==> config.mk <==
export PLATFORM = sky130hd
export DESIGN_NAME = tiny_dnn_layer_seq
export DESIGN_NICKNAME = d
export VERILOG_FILES = /design/src/rtl/tiny_dnn_pkg.sv /design/src/rtl/tiny_dnn_layer_tbl.sv /design/src/rtl/tiny_dnn_layer_seq.sv
export SDC_FILE = /design/constraint.sdc
export NUM_CORES = 1
export LEC_CHECK = 0
export CORE_MARGIN = 3
export CORE_UTILIZATION = 25
export CTS_BUF_LIST = sky130_fd_sc_hd__clkbuf_8
export DETAILED_ROUTE_END_ITERATION = 8
export PLACE_DENSITY_LB_ADDON = 0.1
export SYNTH_ARGS = -nofsm -noshare
export SYNTH_HDL_FRONTEND = slang
export SYNTH_SLANG_ARGS = --single-unit
==> constraint.sdc <==
create_clock -name clk -period 11 [get_ports clk]
set_input_delay 2.2 -clock clk [delete_from_list [all_inputs] [get_ports clk]]
set_output_delay 2.2 -clock clk [all_outputs]
set_load 0.005 [all_outputs]
==> src/rtl/tiny_dnn_pkg.sv <==
// rtl/tiny_dnn_pkg.sv - shared types and constants for the DNN layer sequencer
package tiny_dnn_pkg;

  localparam int          N_LAYERS_MAX = 8;
  localparam logic [15:0] TIMEOUT_MAX  = 16'hFFFF;

  typedef struct packed {
    logic       backprop;
    logic [3:0] dd;
    logic [3:0] id;
    logic [9:0] is;
    logic [4:0] ih;
    logic [4:0] iw;
    logic [3:0] od;
    logic [9:0] os;
    logic [4:0] oh;
    logic [4:0] ow;
    logic [9:0] fs;
    logic [9:0] ks;
    logic [4:0] kh;
    logic [4:0] kw;
  } layer_cfg_t;

  typedef enum logic [2:0] {
    IDLE = 3'd0,
    LOAD = 3'd1,
    INIT = 3'd2,
    RUN  = 3'd3,
    DONE = 3'd4
  } state_t;

endpackage

==> src/rtl/tiny_dnn_layer_tbl.sv <==
// rtl/tiny_dnn_layer_tbl.sv - 8-entry layer table, one write port, one combinational read port
module tiny_dnn_layer_tbl
  import tiny_dnn_pkg::*;
(
  input  logic       clk,
  input  logic       rst,
  input  logic       we,
  input  logic [2:0] waddr,
  input  layer_cfg_t wdata,
  input  logic [2:0] raddr,
  output layer_cfg_t rdata
);

  layer_cfg_t mem [N_LAYERS_MAX];

  always_ff @(posedge clk) begin
    if (!rst) begin
      for (int i = 0; i < N_LAYERS_MAX; i++) mem[i] <= '0;
    end else if (we) begin
      mem[waddr] <= wdata;
    end
  end

  assign rdata = mem[raddr];

endmodule

==> src/rtl/tiny_dnn_layer_seq.sv <==
// rtl/tiny_dnn_layer_seq.sv - layer sequencer; TINY_DNN_LAYER_SEQ_TIMEOUT_EN adds a RUN watchdog
module tiny_dnn_layer_seq
  import tiny_dnn_pkg::*;
(
  input  logic       clk,
  input  logic       rst,
  input  logic       cfg_we,
  input  logic [2:0] cfg_addr,
  input  layer_cfg_t cfg_data,
  input  logic [2:0] n_layers,
  input  logic       start,
  input  logic       abort,
  input  logic       s_fin,
  output logic       s_init,
  output logic       backprop,
  output logic [3:0] dd,
  output logic [3:0] id,
  output logic [3:0] od,
  output logic [9:0] is,
  output logic [9:0] os,
  output logic [9:0] fs,
  output logic [9:0] ks,
  output logic [4:0] ih,
  output logic [4:0] iw,
  output logic [4:0] oh,
  output logic [4:0] ow,
  output logic [4:0] kh,
  output logic [4:0] kw,
  output logic       bank,
  output logic [2:0] layer_idx,
  output logic       busy,
  output logic       done,
  output logic       err
);

  state_t     state;
  layer_cfg_t cur;
  layer_cfg_t rd_data;
  logic [2:0] n_lat;
  logic       tbl_we;
`ifdef TINY_DNN_LAYER_SEQ_TIMEOUT_EN
  logic [15:0] wdog;
`endif

  // The table is frozen while a sequence runs so the active entry cannot change under it.
  assign tbl_we = cfg_we && !busy;

  tiny_dnn_layer_tbl u_tbl (
    .clk   (clk),
    .rst   (rst),
    .we    (tbl_we),
    .waddr (cfg_addr),
    .wdata (cfg_data),
    .raddr (layer_idx),
    .rdata (rd_data)
  );

  assign {backprop, dd, id, is, ih, iw, od, os, oh, ow, fs, ks, kh, kw} = cur;

  always_ff @(posedge clk) begin
    if (!rst) begin
      state     <= IDLE;
      cur       <= '0;
      n_lat     <= '0;
      layer_idx <= '0;
      bank      <= 1'b0;
      busy      <= 1'b0;
      s_init    <= 1'b0;
      done      <= 1'b0;
      err       <= 1'b0;
`ifdef TINY_DNN_LAYER_SEQ_TIMEOUT_EN
      wdog      <= '0;
`endif
    end else begin
      s_init <= 1'b0;
      done   <= 1'b0;
      if (cfg_we && busy) err <= 1'b1;

      if (abort && state != IDLE) begin
        state <= IDLE;
        busy  <= 1'b0;
      end else begin
        case (state)
          IDLE: begin
            if (start) begin
              n_lat     <= n_layers;
              layer_idx <= '0;
              bank      <= 1'b0;
              err       <= 1'b0;
              busy      <= 1'b1;
              state     <= LOAD;
            end
          end
          LOAD: begin
            cur    <= rd_data;
            s_init <= 1'b1;
            state  <= INIT;
          end
          INIT: begin
`ifdef TINY_DNN_LAYER_SEQ_TIMEOUT_EN
            wdog  <= '0;
`endif
            state <= RUN;
          end
          RUN: begin
            if (s_fin) begin
              if (layer_idx == n_lat) begin
                done  <= 1'b1;
                state <= DONE;
              end else begin
                layer_idx <= layer_idx + 3'd1;
                bank      <= ~bank;
                state     <= LOAD;
              end
`ifdef TINY_DNN_LAYER_SEQ_TIMEOUT_EN
            end else if (wdog == TIMEOUT_MAX - 16'd1) begin
              err   <= 1'b1;
              busy  <= 1'b0;
              state <= IDLE;
            end else begin
              wdog <= wdog + 16'd1;
`endif
            end
          end
          DONE: begin
            busy  <= 1'b0;
            state <= IDLE;
          end
          default: begin
            busy  <= 1'b0;
            state <= IDLE;
          end
        endcase
      end
    end
  end

endmodule

==> out/results.ini <==
[detailed_routing]
dr.pass1.iters=5
vias_per_cell=4.379
drc=0
wl_um=97940
postRouteAntennaNets=0
num_vias=18180
wl_per_cell_um=23.59
drtIter0Drc=1300

[sta]
max_slew_margin=0.2070
period_share=0.5799
worst_pin_slew_ns=1.190
finClkSkew_ns=0.04396
maxSlewViolCount=0
setup_viol=0
fin_setup_tns_ns=0
finalCriticalPeriod_ns=6.379
rsz0062_at_grt=no
finalHoldViolCount=0
fmax_mhz=156.8

[logic_synthesis]
synth-seq-area-share=0.6699
netlist_area_mm2=0.03266
synth_top_area_frac=0.6104
avgSynthCellArea_um2=15.79
syn-num-nets=2165
ys_warn_count=0
yosysUniqueCellTypes=32
synthAdderAreaFrac=0.0003831
synth_compound_area_frac=0.02792
synth-seq-cells=761
synth-edff-count=664
synth_top_cell_by_area=edfxtp_1
synth_top_family_by_area=multiplexers
synthArstFlopShare=0
synth_xor_area_frac=0.0008044
synth_flop_cell=edfxtp_1
post_synth_mux_area_share=0.1417
synth-simple-area-share=0.1366
synthTopCellsByArea=edfxtp_1 (61%), and2_1 (13%), mux4_2 (11%), dfxtp_1 (5.9%), mux2i_1 (2.7%)
synthCells=2069

[floorplan]
die_area_mm2=0.1350
core.rowCount=131
dieWidth_um=367.5
fp.dieH_um=367.5
start_util=0.2539
core_mm2=0.1287
num_io_pins=186

[hold_path]
hp-class=reg -> reg
hold_depth=2

[clock_tree]
clk_path_buf_depth=3
cts_made_buffers=147
cts_resized=0
numClockSinks=761
cts_root_buffer=clkbuf_8
holdBufCountCts=0
cts_tree=yes
clkSlewWorstSetupHoldPaths_ns=0.05
clock_latency_ns=0.85
htreeDepth=4
cts_setup_buffers=0

[placement]
place_area_mm2=0.03640
place_congestion=0.6889
dp_hpwl_um=53370
port_buffers=185
dp_cells=3869

[cells_and_area]
final_layout_size_suffix_gt1_frac=0.1760
final_cells=4151
fin_util=0.3059
area_growth_syn_to_layout_pct=20.51
stdcell_area_mm2=0.03936
nNetsFinal=2385

[worst_setup_path]
critPathBufInv=4
crit_required_ns=11.44
reg2regPathDepth=5
cpPeakStageDelay_ns=0.83
cp.arrival_ns=6.82
path_class=in -> reg
critPathMostFrequentCell=buf_4
end_kind=register
cp-start-kind=input port
crit_chain=buf_4 -> buf_4 -> nand3b_1 -> nor3_2 -> buf_4 -> nand2b_4 -> buf_4
path_max_fanout=58
cp.depth=7
crit_family=buffers and inverters
cp_slowest_cell=nand2b_4

[power]
finalPower_uw=6458
leakage_uw=0.01372
irDropWorstVdd_mv=0.09414
power_density_mw_per_mm2=164.1

[global_routing]
gr-usage-all-layers=0.1459
grt_max_degree=119
antenna_found_initial=15
grt_pass1_wl_um=142500
grt_pass1_vias=19680
grt.overflow.total=0

[run]
drv_cap=0

[run_status]
outcome=complete, no violations

## per-layer routing
layer / global-route usage / vias up / wire, µm
met3: 0.03724 / 154 / 5160
met2: 0.2357 / 424 / 46320
met1: 0.1932 / 9441 / 44460
met4: 0.04196 / 6 / 1964
met5: 0 / - / 39
li1: - / 8152 / -
## sequential cells by signal, indices dropped and copies added, names as in the netlist, 5 cells and up
name       flops
kw             5
iw             5
fs            10
os            10
ks            10
u_tbl.mem    664
is            10
ow             5
oh             5
kh             5
ih             5
## stage by stage
stage	hold WS, ns	setup WS (ns)
3_5_place_dp	0.4836	3.666
3_3_place_gp	0.4852	3.718
2_1_floorplan	0.4515	1.821
4_1_cts	0.4912	4.614
5_1_grt	0.5319	4.388
6_report	0.4901	4.621
## kinds of logic after synthesis
family,after synthesis
and+or+nand+nor,716
muxes,255
adders and majority gates,1
DFF,761
AOI/OAI and AO/OA,180
xor gates and xnor gates,3
buffers and inverters,153
## placed cells by master, fill, tap and decap left out, drive strengths merged, types with 3 or more instances in the layout
cell / synthesis / routed
bufinv: 0 / 7
o21ai: 90 / 90
diode: 0 / 7
edfxtp: 664 / 664
mux4: 166 / 166
or3b: 3 / 3
buf: 55 / 39
nor2b: 7 / 7
xnor2: 3 / 3
nor2: 10 / 10
and2: 664 / 664
clkdlybuf4s50: 0 / 184
clkinv: 0 / 40
clkbuf: 97 / 162
mux2i: 89 / 89
nor3: 6 / 6
dfxtp: 97 / 97
a21oi: 86 / 86
nand2: 3 / 3
nand3: 6 / 6
nand3b: 5 / 5
inv: 1 / 61
clkinvlp: 0 / 6
nand2b: 6 / 6
## worst paths after layout
path | slack [ns] | from | end
worst min register to register | 0.49 | bank | bank
worst max register to register | 7.08 | busy | u_tbl.mem[3][50]
worst min-delay path | 0.49 | bank | bank
worst max-delay path | 4.62 | rst | u_tbl.mem[3][50]
## worst reg2reg max path, stage by stage (launching register included)
cell      delay, ns
dfxtp_1        0.39
nand3b_1       0.59
nor3_2         0.33
buf_4          0.57
nand2b_4       0.85
buf_4          0.75
## power breakdown
group	total [µW]	leakage, µW	internal, µW	switching, µW
combinational	330	0.00431	126	203
clock	2830	0.00168	1530	1300
sequential	3300	0.00773	3260	40.1
total	6460	0.0137	4920	1540
## area by class of cell
| cell class | instances | area, µm² |
|---|---|---|
| antenna | 7 | 17.52 |
| clock buffer | 162 | 2230 |
| clock inverter | 113 | 718.2 |
| fill | 12820 | 89300 |
| inverter | 1 | 3.754 |
| multi-input combinational | 1155 | 10180 |
| sequential | 761 | 21890 |
| tap | 1729 | 2163 |
| timing repair buffer | 223 | 2160 |
## synthesized netlist by cell type (all sizes together) (2+ instances only)
cell type	n
a21oi	86
and2	664
and3	2
buf	55
clkbuf	97
dfxtp	97
edfxtp	664
mux2i	89
mux4	166
nand2	3
nand2b	6
nand3	6
nand3b	5
nand4	2
nand4b	2
nor2	10
nor2b	7
nor3	6
o21ai	90
or3b	3
xnor2	3
Power figures use the tool's default switching activity.
